`config.mk`:
```
export PLATFORM = sky130hd
export DESIGN_NAME = sram_arbiter_flat
export DESIGN_NICKNAME = d
export VERILOG_FILES = /design/src/rtl/sram_arbiter_if.sv /design/src/rtl/sram_arbiter.sv /design/src/flat_wrapper.sv
export SDC_FILE = /design/constraint.sdc
export NUM_CORES = 1
export LEC_CHECK = 0
export CAP_MARGIN = 10
export CORE_UTILIZATION = 32
export DETAILED_ROUTE_END_ITERATION = 10
export GPL_TIMING_DRIVEN = 0
export PLACE_DENSITY = 0.77
export SYNTH_ARGS = -nofsm -noshare
export SYNTH_HDL_FRONTEND = slang
export SYNTH_SLANG_ARGS = --single-unit
```
`constraint.sdc`:
```
create_clock -name clk -period 1.6 [get_ports clk]
set_clock_uncertainty 0.1 [all_clocks]
set_input_delay 0.32 -clock clk [delete_from_list [all_inputs] [get_ports clk]]
set_output_delay 0.32 -clock clk [all_outputs]
set_load 0.005 [all_outputs]
```
`src/rtl/sram_arbiter_if.sv`:
```
// Bundle of the core, host and SRAM-side signals around sram_arbiter.
// master = requesters plus the SRAM macro; slave = the arbiter itself.
interface sram_arbiter_if #(
    parameter int ADDR_W = 10,
    parameter int DATA_W = 32
);
    logic              core_req;
    logic              core_we;
    logic [ADDR_W-1:0] core_addr;
    logic [DATA_W-1:0] core_wdata;
    logic [DATA_W-1:0] core_rdata;
    logic              core_ready;
    logic              core_stall;

    logic              host_req;
    logic              host_we;
    logic [ADDR_W-1:0] host_addr;
    logic [DATA_W-1:0] host_wdata;
    logic [DATA_W-1:0] host_rdata;
    logic              host_ready;

    logic              sram_en;
    logic              sram_we;
    logic [ADDR_W-1:0] sram_addr;
    logic [DATA_W-1:0] sram_wdata;
    logic [DATA_W-1:0] sram_rdata;

    modport master (
        output core_req, core_we, core_addr, core_wdata,
        output host_req, host_we, host_addr, host_wdata,
        output sram_rdata,
        input  core_rdata, core_ready, core_stall,
        input  host_rdata, host_ready,
        input  sram_en, sram_we, sram_addr, sram_wdata
    );

    modport slave (
        input  core_req, core_we, core_addr, core_wdata,
        input  host_req, host_we, host_addr, host_wdata,
        input  sram_rdata,
        output core_rdata, core_ready, core_stall,
        output host_rdata, host_ready,
        output sram_en, sram_we, sram_addr, sram_wdata
    );
endinterface

```
`src/rtl/sram_arbiter.sv`:
```
// Shares the single-port data SRAM between the core load/store path and the host/debug port.
// One access per two cycles: grant and drive the SRAM in IDLE, return data and ready in RESP.
module sram_arbiter #(
    parameter int ADDR_W        = 10,
    parameter int DATA_W        = 32,
    parameter bit CORE_PRIORITY = 1'b0
) (
    input  logic          clk,
    input  logic          rstn,
    sram_arbiter_if.slave arb
);

    typedef enum logic {
        IDLE,
        RESP
    } state_t;

    state_t            state_q, state_d;
    logic              ownerHost_q, ownerHost_d;
    logic              lastHost_q, lastHost_d;
    logic              opWrite_q, opWrite_d;
    logic [DATA_W-1:0] coreHeld_q, coreHeld_d;
    logic [DATA_W-1:0] hostHeld_q, hostHeld_d;

    logic              grantCore;
    logic              grantHost;
    logic              sramEn;
    logic              sramWe;
    logic [ADDR_W-1:0] sramAddr;
    logic [DATA_W-1:0] sramWdata;
    logic              coreReady;
    logic              hostReady;
    logic [DATA_W-1:0] coreRdata;
    logic [DATA_W-1:0] hostRdata;

    always_comb begin
        state_d     = state_q;
        ownerHost_d = ownerHost_q;
        lastHost_d  = lastHost_q;
        opWrite_d   = opWrite_q;
        coreHeld_d  = coreHeld_q;
        hostHeld_d  = hostHeld_q;
        grantCore   = 1'b0;
        grantHost   = 1'b0;
        sramEn      = 1'b0;
        sramWe      = 1'b0;
        sramAddr    = '0;
        sramWdata   = '0;
        coreReady   = 1'b0;
        hostReady   = 1'b0;
        coreRdata   = coreHeld_q;
        hostRdata   = hostHeld_q;

        case (state_q)
            IDLE: begin
                // On a conflict the core wins if prioritised or if the host had the last grant.
                if (arb.core_req && (!arb.host_req || CORE_PRIORITY || lastHost_q)) begin
                    grantCore = 1'b1;
                end else if (arb.host_req) begin
                    grantHost = 1'b1;
                end

                if (grantCore || grantHost) begin
                    sramEn      = 1'b1;
                    sramWe      = grantHost ? arb.host_we    : arb.core_we;
                    sramAddr    = grantHost ? arb.host_addr  : arb.core_addr;
                    sramWdata   = grantHost ? arb.host_wdata : arb.core_wdata;
                    state_d     = RESP;
                    ownerHost_d = grantHost;
                    lastHost_d  = grantHost;
                    opWrite_d   = sramWe;
                end
            end

            RESP: begin
                state_d = IDLE;
                // Read data is forwarded straight from the SRAM and captured for later cycles.
                if (ownerHost_q) begin
                    hostReady = 1'b1;
                    if (!opWrite_q) begin
                        hostRdata  = arb.sram_rdata;
                        hostHeld_d = arb.sram_rdata;
                    end
                end else begin
                    coreReady = 1'b1;
                    if (!opWrite_q) begin
                        coreRdata  = arb.sram_rdata;
                        coreHeld_d = arb.sram_rdata;
                    end
                end
            end

            default: begin
                state_d = IDLE;
            end
        endcase
    end

    always_ff @(posedge clk or negedge rstn) begin
        if (!rstn) begin
            state_q     <= IDLE;
            ownerHost_q <= 1'b0;
            lastHost_q  <= 1'b1;
            opWrite_q   <= 1'b0;
            coreHeld_q  <= '0;
            hostHeld_q  <= '0;
        end else begin
            state_q     <= state_d;
            ownerHost_q <= ownerHost_d;
            lastHost_q  <= lastHost_d;
            opWrite_q   <= opWrite_d;
            coreHeld_q  <= coreHeld_d;
            hostHeld_q  <= hostHeld_d;
        end
    end

    // IDLE drives the SRAM from live requests, so outputs are forced quiet while reset is held.
    assign arb.sram_en    = rstn & sramEn;
    assign arb.sram_we    = rstn & sramWe;
    assign arb.sram_addr  = rstn ? sramAddr  : '0;
    assign arb.sram_wdata = rstn ? sramWdata : '0;

    assign arb.core_ready = coreReady;
    assign arb.host_ready = hostReady;
    assign arb.core_rdata = coreRdata;
    assign arb.host_rdata = hostRdata;
    assign arb.core_stall = rstn & arb.core_req & ~coreReady;

endmodule
```
`src/flat_wrapper.sv`:
```
// flat-port wrapper written by rule: the top's interface ports become plain ports
module sram_arbiter_flat 
#(
    parameter int ADDR_W        = 10,
    parameter int DATA_W        = 32,
    parameter bit CORE_PRIORITY = 1'b0
)
  (clk, rstn, arb_core_req, arb_core_we, arb_core_addr, arb_core_wdata, arb_host_req, arb_host_we, arb_host_addr, arb_host_wdata, arb_sram_rdata, arb_core_rdata, arb_core_ready, arb_core_stall, arb_host_rdata, arb_host_ready, arb_sram_en, arb_sram_we, arb_sram_addr, arb_sram_wdata);
  sram_arbiter_if #(.ADDR_W(ADDR_W), .DATA_W(DATA_W)) arb_i ();
  input  logic clk;
  input  logic rstn;
  input wire logic [$bits(arb_i.core_req)-1:0] arb_core_req;
  input wire logic [$bits(arb_i.core_we)-1:0] arb_core_we;
  input wire logic [$bits(arb_i.core_addr)-1:0] arb_core_addr;
  input wire logic [$bits(arb_i.core_wdata)-1:0] arb_core_wdata;
  input wire logic [$bits(arb_i.host_req)-1:0] arb_host_req;
  input wire logic [$bits(arb_i.host_we)-1:0] arb_host_we;
  input wire logic [$bits(arb_i.host_addr)-1:0] arb_host_addr;
  input wire logic [$bits(arb_i.host_wdata)-1:0] arb_host_wdata;
  input wire logic [$bits(arb_i.sram_rdata)-1:0] arb_sram_rdata;
  output wire logic [$bits(arb_i.core_rdata)-1:0] arb_core_rdata;
  output wire logic [$bits(arb_i.core_ready)-1:0] arb_core_ready;
  output wire logic [$bits(arb_i.core_stall)-1:0] arb_core_stall;
  output wire logic [$bits(arb_i.host_rdata)-1:0] arb_host_rdata;
  output wire logic [$bits(arb_i.host_ready)-1:0] arb_host_ready;
  output wire logic [$bits(arb_i.sram_en)-1:0] arb_sram_en;
  output wire logic [$bits(arb_i.sram_we)-1:0] arb_sram_we;
  output wire logic [$bits(arb_i.sram_addr)-1:0] arb_sram_addr;
  output wire logic [$bits(arb_i.sram_wdata)-1:0] arb_sram_wdata;
  assign arb_i.core_req = arb_core_req;
  assign arb_i.core_we = arb_core_we;
  assign arb_i.core_addr = arb_core_addr;
  assign arb_i.core_wdata = arb_core_wdata;
  assign arb_i.host_req = arb_host_req;
  assign arb_i.host_we = arb_host_we;
  assign arb_i.host_addr = arb_host_addr;
  assign arb_i.host_wdata = arb_host_wdata;
  assign arb_i.sram_rdata = arb_sram_rdata;
  assign arb_core_rdata = arb_i.core_rdata;
  assign arb_core_ready = arb_i.core_ready;
  assign arb_core_stall = arb_i.core_stall;
  assign arb_host_rdata = arb_i.host_rdata;
  assign arb_host_ready = arb_i.host_ready;
  assign arb_sram_en = arb_i.sram_en;
  assign arb_sram_we = arb_i.sram_we;
  assign arb_sram_addr = arb_i.sram_addr;
  assign arb_sram_wdata = arb_i.sram_wdata;
  sram_arbiter #(.ADDR_W(ADDR_W), .DATA_W(DATA_W), .CORE_PRIORITY(CORE_PRIORITY)) u_core (.clk(clk), .rstn(rstn), .arb(arb_i));
endmodule
```
==> impl_metrics.yaml <==
outcome:
  outcome: "complete, but fails checks"
  violations: "hold timing, setup timing"
global_route:
  antenna_found_initial: 0
  grt_usage: 0.237
  grt_max_degree: 71
  grt.overflow.total: 0
  grt_pass1_vias: 3781
  grt_pass1_wl_um: 20100
yosys:
  yosysWarnings: 0
  synth_edf_count: 0
  syn_nets: 421
  post-synth-top-count-cell: "nand2_1"
  yosys.area.top_type_share: 0.503
  synth_top_cell_by_area: "dfrtp_1"
  ys_top_cells_by_count: "nand2_1 (80), dfrtp_1 (67), a21oi_1 (41)"
  ys_types: 25
  ys_top_cells_by_area: "dfrtp_1 (50%), mux2_4 (14%), mux2_2 (11%), nand2_1 (9.0%), a21oi_1 (6.2%)"
  synth-seq-cells: 68
  ys_async_sr_fraction: 1.00
  seq_area_frac_synth: 0.511
  synth_area_mm2: 0.00333
  synthCells: 299
  syn_area_per_cell_um2: 11.1
  synth-main-ff-cell: "dfrtp_1"
route:
  wirelength_um: 13500
  num_vias: 3602
  drt-initial-drc-count: 139
  drtAntennaViolNets: 0
  drc: 0
  first_pass_iters: 5
  viasPerCell: 4.73
  wl_per_cell_um: 17.7
cts:
  cts.reportedPaths.clkPinSlew_ns: 0.09
  cts_buffers: 9
  root_buffer: "clkbuf_8"
  clk_latency_ns: 0.34
  clock_path_buffers: 2
  clock_sinks: 68
  cts_max_level: 3
  cts_tree: "yes"
setup_path:
  cp-start-kind: "flip-flop"
  path_max_fanout: 6
  worstRegToRegCells: 8
  worstReg2RegStart: "u_core.state_q$_DFF_PN0_"
  crit_required_ns: 1.18
  critPathCaptureType: "primary output"
  worstPathArrival_ns: 1.81
  critical_path_class: "flip-flop to primary output"
  r2r_slack_ns: -0.18
  reg2reg_to: "u_core.hostHeld_q[24]$_DFF_PN0_"
  cp-startpoint: "u_core.state_q$_DFF_PN0_"
  critPathCapture: "arb_host_rdata[29]"
layout:
  fillers: 622
  nNetsFinal: 745
  multi_input_area_mm2: 0.00191
  area_growth_pct: 122
  drive_gt1_frac: 0.588
  regArea_mm2: 0.00170
  final_util: 0.747
  diodes: 0
power:
  p_clk_frac: 0.144
  comb_power_share: 0.579
  swShare: 0.293
  cell_internal_pwr_uw: 7280
  vdd_drop_max_mv: 0.774
  p_leak_uw: 0.00354
  p_switching_uw: 3020
  powerDensity_mw_per_mm2: 1390
  p_seq_frac: 0.277
die:
  fp.dieH_um: 104
  core_mm2: 0.00991
  initial_core_util: 0.336
  die_x_um: 104
  ios: 233
  rows: 36
  die_area_mm2: 0.0108
placement:
  gpl.final_weighted_congestion: 0.795
  port_buffers: 231
  dp_hpwl_um: 7980
min_path:
  min_path_type: "input port to asynchronous set/reset pin"
timing:
  drv_slew: 0
  finalWorstSetupSlack_ns: -0.635
  fmax_mhz: 448
  finalCritPeriodShare: 1.40
  setup_viol: 128
  hold_viol: 67
  setup_tns_ns: -63.54
  tightestPinTransition_ns: 0.518
  relSlewSlack: 0.655
  rsz0062_at_grt: "true"
  min_period_ns: 2.23
  whs_ns: -0.177
run:
  cap_violations: 0
[layer usage]
metal	global-route usage	wire length, um
met5	0	0
met1	0.270	5010
met3	0.0539	747
met2	0.440	7430
met4	0.0673	271
[logic make-up after synthesis]
logic type / synth area share
compound gates: 0.0834
simple gates: 0.108
flops: 0.511
mux: 0.253
buf+inv: 0.0443
[timing repair]
item                       in CTS  in global routing
gates cloned                    7                  4
hold endpoints to repair       67                 67
setup buffers                  68                 22
gates resized for setup       669                 65
pin swaps                      39                  9
setup endpoints to repair     129                169
[power by group through the flow]
stage	sequential, uW	clock, uW	combinational, uW
final	2850	1490	5960
after global routing	2920	1610	6290
after CTS	2820	1520	5590
after detailed placement	2830	0	4180
after global placement	2780	0	4120
after floorplan	2740	0	1730
[worst min path at each step]
stage | start | end | slack [ns] | depth (start not counted)
2_1_floorplan | rstn | u_core.coreHeld_q[0]$_DFF_PN0_ | -0.08 | 0
3_3_place_gp | u_core.coreHeld_q[24]$_DFF_PN0_ | u_core.coreHeld_q[24]$_DFF_PN0_ | 0.37 | 1
3_5_place_dp | u_core.hostHeld_q[8]$_DFF_PN0_ | u_core.hostHeld_q[8]$_DFF_PN0_ | 0.38 | 1
4_1_cts | rstn | u_core.coreHeld_q[5]$_DFF_PN0_ | -0.17 | 1
5_1_grt | rstn | u_core.hostHeld_q[6]$_DFF_PN0_ | -0.15 | 1
6_report | rstn | u_core.hostHeld_q[6]$_DFF_PN0_ | -0.18 | 1
[stage by stage]
stage | std cells | worst slack, ns | total power, uW | cell area (um2)
3_5_place_dp | 663 | -1.42 | 7010 | 5830
5_1_grt | 761 | -0.722 | 10800 | 7400
4_1_cts | 753 | -0.777 | 9940 | 7230
2_1_floorplan | 299 | -0.0563 | 4470 | 3360
6_report | 761 | -0.635 | 10300 | 7400
3_3_place_gp | 663 | -3.53 | 6900 | 5840
[critical path: stages (launching register included)]
cell	delay, ns
dfrtp_2	0.44
and2_4	0.16
nand2b_4	0.09
buf_12	0.12
buf_12	0.11
buf_12	0.12
mux2_4	0.32
buf_6	0.12
[layout make-up]
class | count | share of cell area
timing repair buffer | 321 | 0.434
clock inverter | 7 | 0.0112
tap | 133 | 0.0225
buffer | 13 | 0.0252
clock buffer | 9 | 0.0167
sequential | 68 | 0.230
inverter | 4 | 0.00203
multi-input combinational | 206 | 0.258
[layout by cell type, fill, tap and decap left out, types with 2 or more instances in the layout]
cell             count
buf_6              119
clkdlybuf4s50_1    118
dfrtp_1             66
mux2_4              64
nand2_1             63
buf_2               49
a21oi_2             36
nand2_2             17
buf_4               15
buf_8               12
clkbuf_8            10
buf_12               9
clkbuf_2             6
nand2b_4             4
a21oi_4              4
clkbuf_16            3
nor2_1               3
inv_6                3
nor2_4               2
inv_2                2
inv_1                2
o21ai_0              2
clkinvlp_4           2
[flip-flops by register name (all words and copies together), names as in the netlist]
register,count
u_core.lastHost_q,1
u_core.coreHeld_q,32
u_core.ownerHost_q,1
u_core.hostHeld_q,32
u_core.state_q,1
u_core.opWrite_q,1
No activity file was read; power rests on OpenSTA's default activity.
